`config.mk`:
```
export PLATFORM = sky130hd
export DESIGN_NAME = muldiv_unit
export DESIGN_NICKNAME = d
export VERILOG_FILES = /design/src/rtl/muldiv_pkg.sv /design/src/rtl/muldiv_unit_negcond.sv /design/src/rtl/muldiv_unit.sv
export SDC_FILE = /design/constraint.sdc
export NUM_CORES = 1
export LEC_CHECK = 0
export BUFFER_PORTS_ARGS = -buffer_cell sky130_fd_sc_hd__buf_2
export CAP_MARGIN = 20
export CORE_ASPECT_RATIO = 2
export CORE_UTILIZATION = 41
export CTS_BUF_LIST = sky130_fd_sc_hd__clkbuf_4 sky130_fd_sc_hd__clkbuf_8 sky130_fd_sc_hd__clkbuf_16
export CTS_CLUSTER_DIAMETER = 120
export DETAILED_ROUTE_END_ITERATION = 16
export GPL_ROUTABILITY_DRIVEN = 0
export SETUP_SLACK_MARGIN = 0.5
export SKIP_CTS_REPAIR_TIMING = 1
export SKIP_LAST_GASP = 1
export SLEW_MARGIN = 20
export SYNTH_ARGS = -nofsm -noshare
export SYNTH_HDL_FRONTEND = slang
export SYNTH_SLANG_ARGS = --single-unit
```
`constraint.sdc`:
```
create_clock -name clk -period 7.4 [get_ports clk]
set_clock_uncertainty 0.1 [all_clocks]
set_input_delay 0 -clock clk [delete_from_list [all_inputs] [get_ports clk]]
set_output_delay 0 -clock clk [all_outputs]
set_load 0.005 [all_outputs]
```
`src/rtl/muldiv_pkg.sv`:
```
// Shared opcode/state encodings for the iterative multiply/divide unit.
// Also imported by the controller and hazard logic.
package muldiv_pkg;

  localparam int unsigned MULDIV_WIDTH = 32;

  typedef enum logic [2:0] {
    OP_MULT  = 3'd0,
    OP_MULTU = 3'd1,
    OP_DIV   = 3'd2,
    OP_DIVU  = 3'd3,
    OP_MTHI  = 3'd4,
    OP_MTLO  = 3'd5
  } muldiv_op_t;

  typedef enum logic [1:0] {
    ST_IDLE = 2'd0,
    ST_MUL  = 2'd1,
    ST_DIV  = 2'd2,
    ST_FIX  = 2'd3
  } muldiv_state_t;

  // Signed ops take absolute values on entry and are sign-corrected in FIX.
  function automatic logic op_is_signed(input logic [2:0] op);
    return (op == OP_MULT) || (op == OP_DIV);
  endfunction

endpackage

```
`src/rtl/muldiv_unit_negcond.sv`:
```
// Conditional two's-complement negate: o_y = i_neg ? -i_x : i_x.
module negcond #(
  parameter int unsigned N = 32
) (
  input  logic [N-1:0] i_x,
  input  logic         i_neg,
  output logic [N-1:0] o_y
);

  assign o_y = i_neg ? (~i_x + N'(1)) : i_x;

endmodule

```
`src/rtl/muldiv_unit.sv`:
```
// Iterative MIPS multiply/divide unit with private HI/LO registers.
// Radix-2 shift-add multiply, restoring divide, one step per cycle.
module muldiv_unit
  import muldiv_pkg::*;
#(
  parameter int unsigned WIDTH = MULDIV_WIDTH
) (
  input  logic             clk,
  input  logic             reset,
  input  logic             startE,
  input  logic [2:0]       opE,
  input  logic [WIDTH-1:0] srcaE,
  input  logic [WIDTH-1:0] srcbE,
  output logic             busy,
  output logic             done,
  output logic [WIDTH-1:0] hi,
  output logic [WIDTH-1:0] lo
);

  localparam int unsigned CNT_W = $clog2(WIDTH) + 1;
  localparam int unsigned ACC_W = 2 * WIDTH;

  muldiv_state_t    r_state;
  logic [CNT_W-1:0] r_cnt;
  logic [ACC_W-1:0] r_acc;   // mul: {partial, multiplier}; div: {remainder, quotient}
  logic [WIDTH-1:0] r_m;     // multiplicand or divisor magnitude
  logic             r_sa;
  logic             r_sb;
  logic             r_is_mul;

  muldiv_op_t       w_op;
  logic             w_signed;
  logic [WIDTH-1:0] w_abs_a;
  logic [WIDTH-1:0] w_abs_b;
  logic [WIDTH:0]   w_mul_sum;
  logic [ACC_W-1:0] w_mul_next;
  logic [WIDTH:0]   w_div_sh;
  logic [WIDTH:0]   w_div_trial;
  logic             w_div_ok;
  logic [ACC_W-1:0] w_div_next;
  logic [ACC_W-1:0] w_res_in;
  logic [ACC_W-1:0] w_res;
  logic [WIDTH-1:0] w_rem;
  logic             w_last;

  assign w_op     = muldiv_op_t'(opE);
  assign w_signed = op_is_signed(opE);
  assign w_last   = (r_cnt == CNT_W'(WIDTH - 1));

  negcond #(.N(WIDTH)) u_abs_a (
    .i_x   (srcaE),
    .i_neg (w_signed & srcaE[WIDTH-1]),
    .o_y   (w_abs_a)
  );

  negcond #(.N(WIDTH)) u_abs_b (
    .i_x   (srcbE),
    .i_neg (w_signed & srcbE[WIDTH-1]),
    .o_y   (w_abs_b)
  );

  // Product or quotient correction shares one 2*WIDTH negator.
  negcond #(.N(ACC_W)) u_neg_res (
    .i_x   (w_res_in),
    .i_neg (r_sa ^ r_sb),
    .o_y   (w_res)
  );

  // Remainder follows the dividend sign.
  negcond #(.N(WIDTH)) u_neg_rem (
    .i_x   (r_acc[ACC_W-1:WIDTH]),
    .i_neg (r_sa),
    .o_y   (w_rem)
  );

  // One datapath step for each of multiply and divide.
  always_comb begin
    w_mul_sum   = {1'b0, r_acc[ACC_W-1:WIDTH]} + (r_acc[0] ? {1'b0, r_m} : {(WIDTH+1){1'b0}});
    w_mul_next  = {w_mul_sum, r_acc[WIDTH-1:1]};
    w_div_sh    = {r_acc[ACC_W-1:WIDTH], r_acc[WIDTH-1]};
    w_div_trial = w_div_sh - {1'b0, r_m};
    w_div_ok    = ~w_div_trial[WIDTH];
    w_div_next  = {(w_div_ok ? w_div_trial[WIDTH-1:0] : w_div_sh[WIDTH-1:0]),
                   r_acc[WIDTH-2:0], w_div_ok};
    w_res_in    = r_is_mul ? r_acc : {{WIDTH{1'b0}}, r_acc[WIDTH-1:0]};
  end

  // Control FSM, iteration state and HI/LO.
  always_ff @(posedge clk or negedge reset) begin
    if (!reset) begin
      r_state  <= ST_IDLE;
      r_cnt    <= '0;
      r_acc    <= '0;
      r_m      <= '0;
      r_sa     <= 1'b0;
      r_sb     <= 1'b0;
      r_is_mul <= 1'b0;
      busy     <= 1'b0;
      done     <= 1'b0;
      hi       <= '0;
      lo       <= '0;
    end else begin
      done <= 1'b0;
      case (r_state)
        ST_IDLE: begin
          if (startE) begin
            case (w_op)
              OP_MTHI: hi <= srcaE;
              OP_MTLO: lo <= srcaE;
              OP_MULT, OP_MULTU: begin
                r_acc    <= {{WIDTH{1'b0}}, w_abs_b};
                r_m      <= w_abs_a;
                r_sa     <= w_signed & srcaE[WIDTH-1];
                r_sb     <= w_signed & srcbE[WIDTH-1];
                r_is_mul <= 1'b1;
                r_cnt    <= '0;
                busy     <= 1'b1;
                r_state  <= ST_MUL;
              end
              OP_DIV, OP_DIVU: begin
                r_acc    <= {{WIDTH{1'b0}}, w_abs_a};
                r_m      <= w_abs_b;
                r_sa     <= w_signed & srcaE[WIDTH-1];
                r_sb     <= w_signed & srcbE[WIDTH-1];
                r_is_mul <= 1'b0;
                r_cnt    <= '0;
                busy     <= 1'b1;
                r_state  <= ST_DIV;
              end
              default: ;
            endcase
          end
        end
        ST_MUL: begin
          r_acc <= w_mul_next;
          r_cnt <= r_cnt + CNT_W'(1);
          if (w_last) r_state <= ST_FIX;
        end
        ST_DIV: begin
          r_acc <= w_div_next;
          r_cnt <= r_cnt + CNT_W'(1);
          if (w_last) r_state <= ST_FIX;
        end
        ST_FIX: begin
          lo      <= w_res[WIDTH-1:0];
          hi      <= r_is_mul ? w_res[ACC_W-1:WIDTH] : w_rem;
          done    <= 1'b1;
          busy    <= 1'b0;
          r_state <= ST_IDLE;
        end
        default: r_state <= ST_IDLE;
      endcase
    end
  end

endmodule

```
==> flow_summary.toml <==
[status]
outcome = "complete, but fails checks"
violations = "negative hold slack"

[drt]
avgViaCountPerCell = 6.33
drtIter0Drc = 1450
drt-pass1-iter-count = 5
wire_per_inst_um = 25.1
vias = 16000
routed_wl_mm = 63.3
final_antenna_net_count = 0
drc = 0

[place]
postPlaceCellArea_mm2 = 0.0161
port_buffers = 135
hpwlAfterDp_mm = 48.8
pre_cts_slack_ns = 2.82

[global_routing]
antenna_found_initial = 0
grt_max_degree = 88
first_global_vias = 15800
grt_pass1_wl_mm = 94.0
overflow = 0
grt.total_usage_pct = 34.1

[timing]
fin_ws_ns = 2.80
tns_ns = 0
worst-slew-pin-transition_ns = 1.06
period_needed_ns = 4.60
setup_viol = 0
rsz0062_at_grt = "no"
finalHoldViolCount = 4
slew_viol_final = 0
clock.fmax_mhz = 218
holdWs_ns = -0.0420
period_share_pct = 62.1
slew_headroom_pct = 29.3

[logic_synthesis]
synth_top_family_by_area = "compound AO/OA/AOI/OAI gates"
ys.flop_type = "dfrtp_1"
synthArstFlopShare_pct = 100
synth_fa_ha_area_share_pct = 6.31
synthMuxAreaShare_pct = 1.38
yosys-top-cells-area = "dfrtp_1, o21ai_0, ha_1, a21oi_1, xnor2_1"
synth_compound_area_share_pct = 29.6
yosys.area.top_type = "dfrtp_1"
synth_enable_flop_cells = 0
syn_inst = 1963
netlist_area_mm2 = 0.0151
ys_seq_area_share_pct = 28.7
yosysUniqueCellTypes = 76
synth_simple_gate_area_share_pct = 19.0
synth.ff_latch_count = 173
synth_xor_area_share_pct = 9.92
synth_top_area_share_pct = 28.7
ys.warnings.count = 0
syn_avg_cell_area_um2 = 7.69
synth_nets = 2108

[pwr]
p_int_mw = 3.96
p_seq_share_pct = 23.4
powerDensity_mw_per_mm2 = 493
switchingPower_mw = 4.53
peakVddDrop_mv = 0.279
p_clk_share_pct = 11.8
p_leak_nw = 7.67
comb_power_share_pct = 64.8
swShare_pct = 53.3

[worst_setup_path]
start_kind = "register"
path_buf_inv = 1
cpMostUsedCell = "o21ai_0"
crit_path_cell_trace = "inv_1, nor2_1, ha_1, a21o_1, or3_1, o21ai_0, o211ai_1, a31oi_1, o21ai_0, a221oi_1, o21ai_0, a211o_1"
path_delay_family = "compound AO/OA/AOI/OAI gates"
worst_ep_arrival_time_ns = 4.85
cpMaxStageDelayCell = "a31oi_1"
max_stage_delay_ns = 0.58
critPathKind = "register to register"
critPathCaptureType = "register"
cp_data_required_time_ns = 7.66
cp_max_fo = 16

[cells_and_area]
drive_above_1_share_pct = 11.4
fillCellCount = 3674
seq_area_mm2 = 0.00433
n_antenna_cell = 0
nets = 2205
final_area_mm2 = 0.0172
multi_input_area_mm2 = 0.0101
layout_common_cells = "o21ai_0, nand2_1, nor2_1"
final_common_cell = "o21ai_0"
syn_to_final_growth_pct = 13.9

[floorplan]
core_area_mm2 = 0.0364
fp.dieH_um = 273
die_w_um = 138
design.die.area_mm2 = 0.0376
row_count = 99
io_pins = 136
start_util_pct = 41.5

[cts]
cts_root_buffer = "clkbuf_16"
cts.reportedPaths.clkPinSlew_ns = 0.08
htreeDepth = 4
cts_sinks = 173
cts_tree = "yes"
cts_buffer_depth = 2
clock_latency_ns = 0.47
cts_buffers = 17

[min_path]
hold_path.class = "primary input to register"

[job]
maxCapViolations = 0
synth_stat cells, drive strengths merged (4+ instances only):
cell / number
o41ai: 12
a31o: 5
o211ai: 13
mux2i: 13
a211o: 6
nor4: 15
buf: 17
or3: 22
o21a: 12
o21bai: 5
inv: 71
a22o: 21
nand3: 31
clkbuf: 110
xnor2: 95
o221ai: 5
nand4: 16
nand2: 200
a311oi: 4
or2: 8
o31ai: 17
ha: 73
or4: 13
dfrtp: 173
a221oi: 12
a21oi: 183
a41oi: 4
a22oi: 52
mux2: 7
xor2: 76
a211oi: 36
nor3: 36
a21o: 43
nor2: 194
a221o: 9
nor2b: 20
and3: 18
o21ai: 209
nand2b: 19
a31oi: 33
o22ai: 9
and2: 9
through the flow:
step	utilization (%)	hold WS [ns]	total power, mW	instances
2_1_floorplan	-	-0.396	5.52	1963
3_3_place_gp	44.2	-0.123	7.22	2446
3_5_place_dp	44.2	-0.116	7.29	2446
4_1_cts	45.9	-0.621	8.32	2478
5_1_grt	47.2	0.00576	9.05	2527
6_report	47.2	-0.0420	8.49	2527
metal layers:
layer,vias to the layer above,routed length (um),global-route usage (%)
li1,7322,-,-
met1,7688,21200,34.1
met2,699,32200,59.5
met3,290,3110,4.78
met4,0,6770,32.0
met5,-,0,0
cell families (layout without fill, tap and decap cells):
| group | after synthesis | after routing |
|---|---|---|
| AOI/OAI and AO/OA | 710 | 710 |
| and+or+nand+nor | 615 | 615 |
| buffers and inverters | 199 | 309 |
| DFF | 173 | 173 |
| xor gates and xnor gates | 171 | 171 |
| adders and majority gates | 75 | 75 |
| muxes | 20 | 20 |
flip-flops by register name, summed over array words and instances (netlist names):
signal	flops
busy	1
r_sb	1
r_acc	64
r_state	2
done	1
r_sa	1
r_is_mul	1
r_m	32
hi	32
lo	32
r_cnt	6
power by group through the flow:
stage	sequential (mW)	combinational, mW	clock, mW
floorplan	1.71	3.82	0
global placement	1.96	5.25	0
detailed placement	1.98	5.31	0
CTS	1.96	5.34	1.01
global route	2.02	5.99	1.04
finish	1.99	5.50	1.00
cell type report:
type                    instances  area share, %
clock buffers                  19           2.60
clock inverters                13           1.02
inverters                      72           1.57
multi-input cells            1591           58.6
flip-flops and latches        173           25.2
well taps                     454           3.30
repair buffers                205           7.76
worst paths after layout:
| kind | slack [ns] | endpoint | cells after the start | from |
|---|---|---|---|---|
| min reg2reg | 0.38 | lo[21] | 1 | lo[21] |
| max in group asynchronous | 5.43 | r_acc[35] | 4 | reset |
| min in group asynchronous | 0.45 | r_acc[60] | 3 | reset |
| max reg2reg | 2.80 | r_acc[63] | 12 | r_acc[0] |
| min | -0.04 | hi[31] | 4 | srcaE[31] |
| max | 2.80 | r_acc[63] | 12 | r_acc[0] |
tightest hold or removal path: stages:
cell and delay [ns]:
buf_2 0.14, or3_1 0.14, o21ai_0 0.07, a31oi_1 0.13
Power figures use the tool's default switching activity.
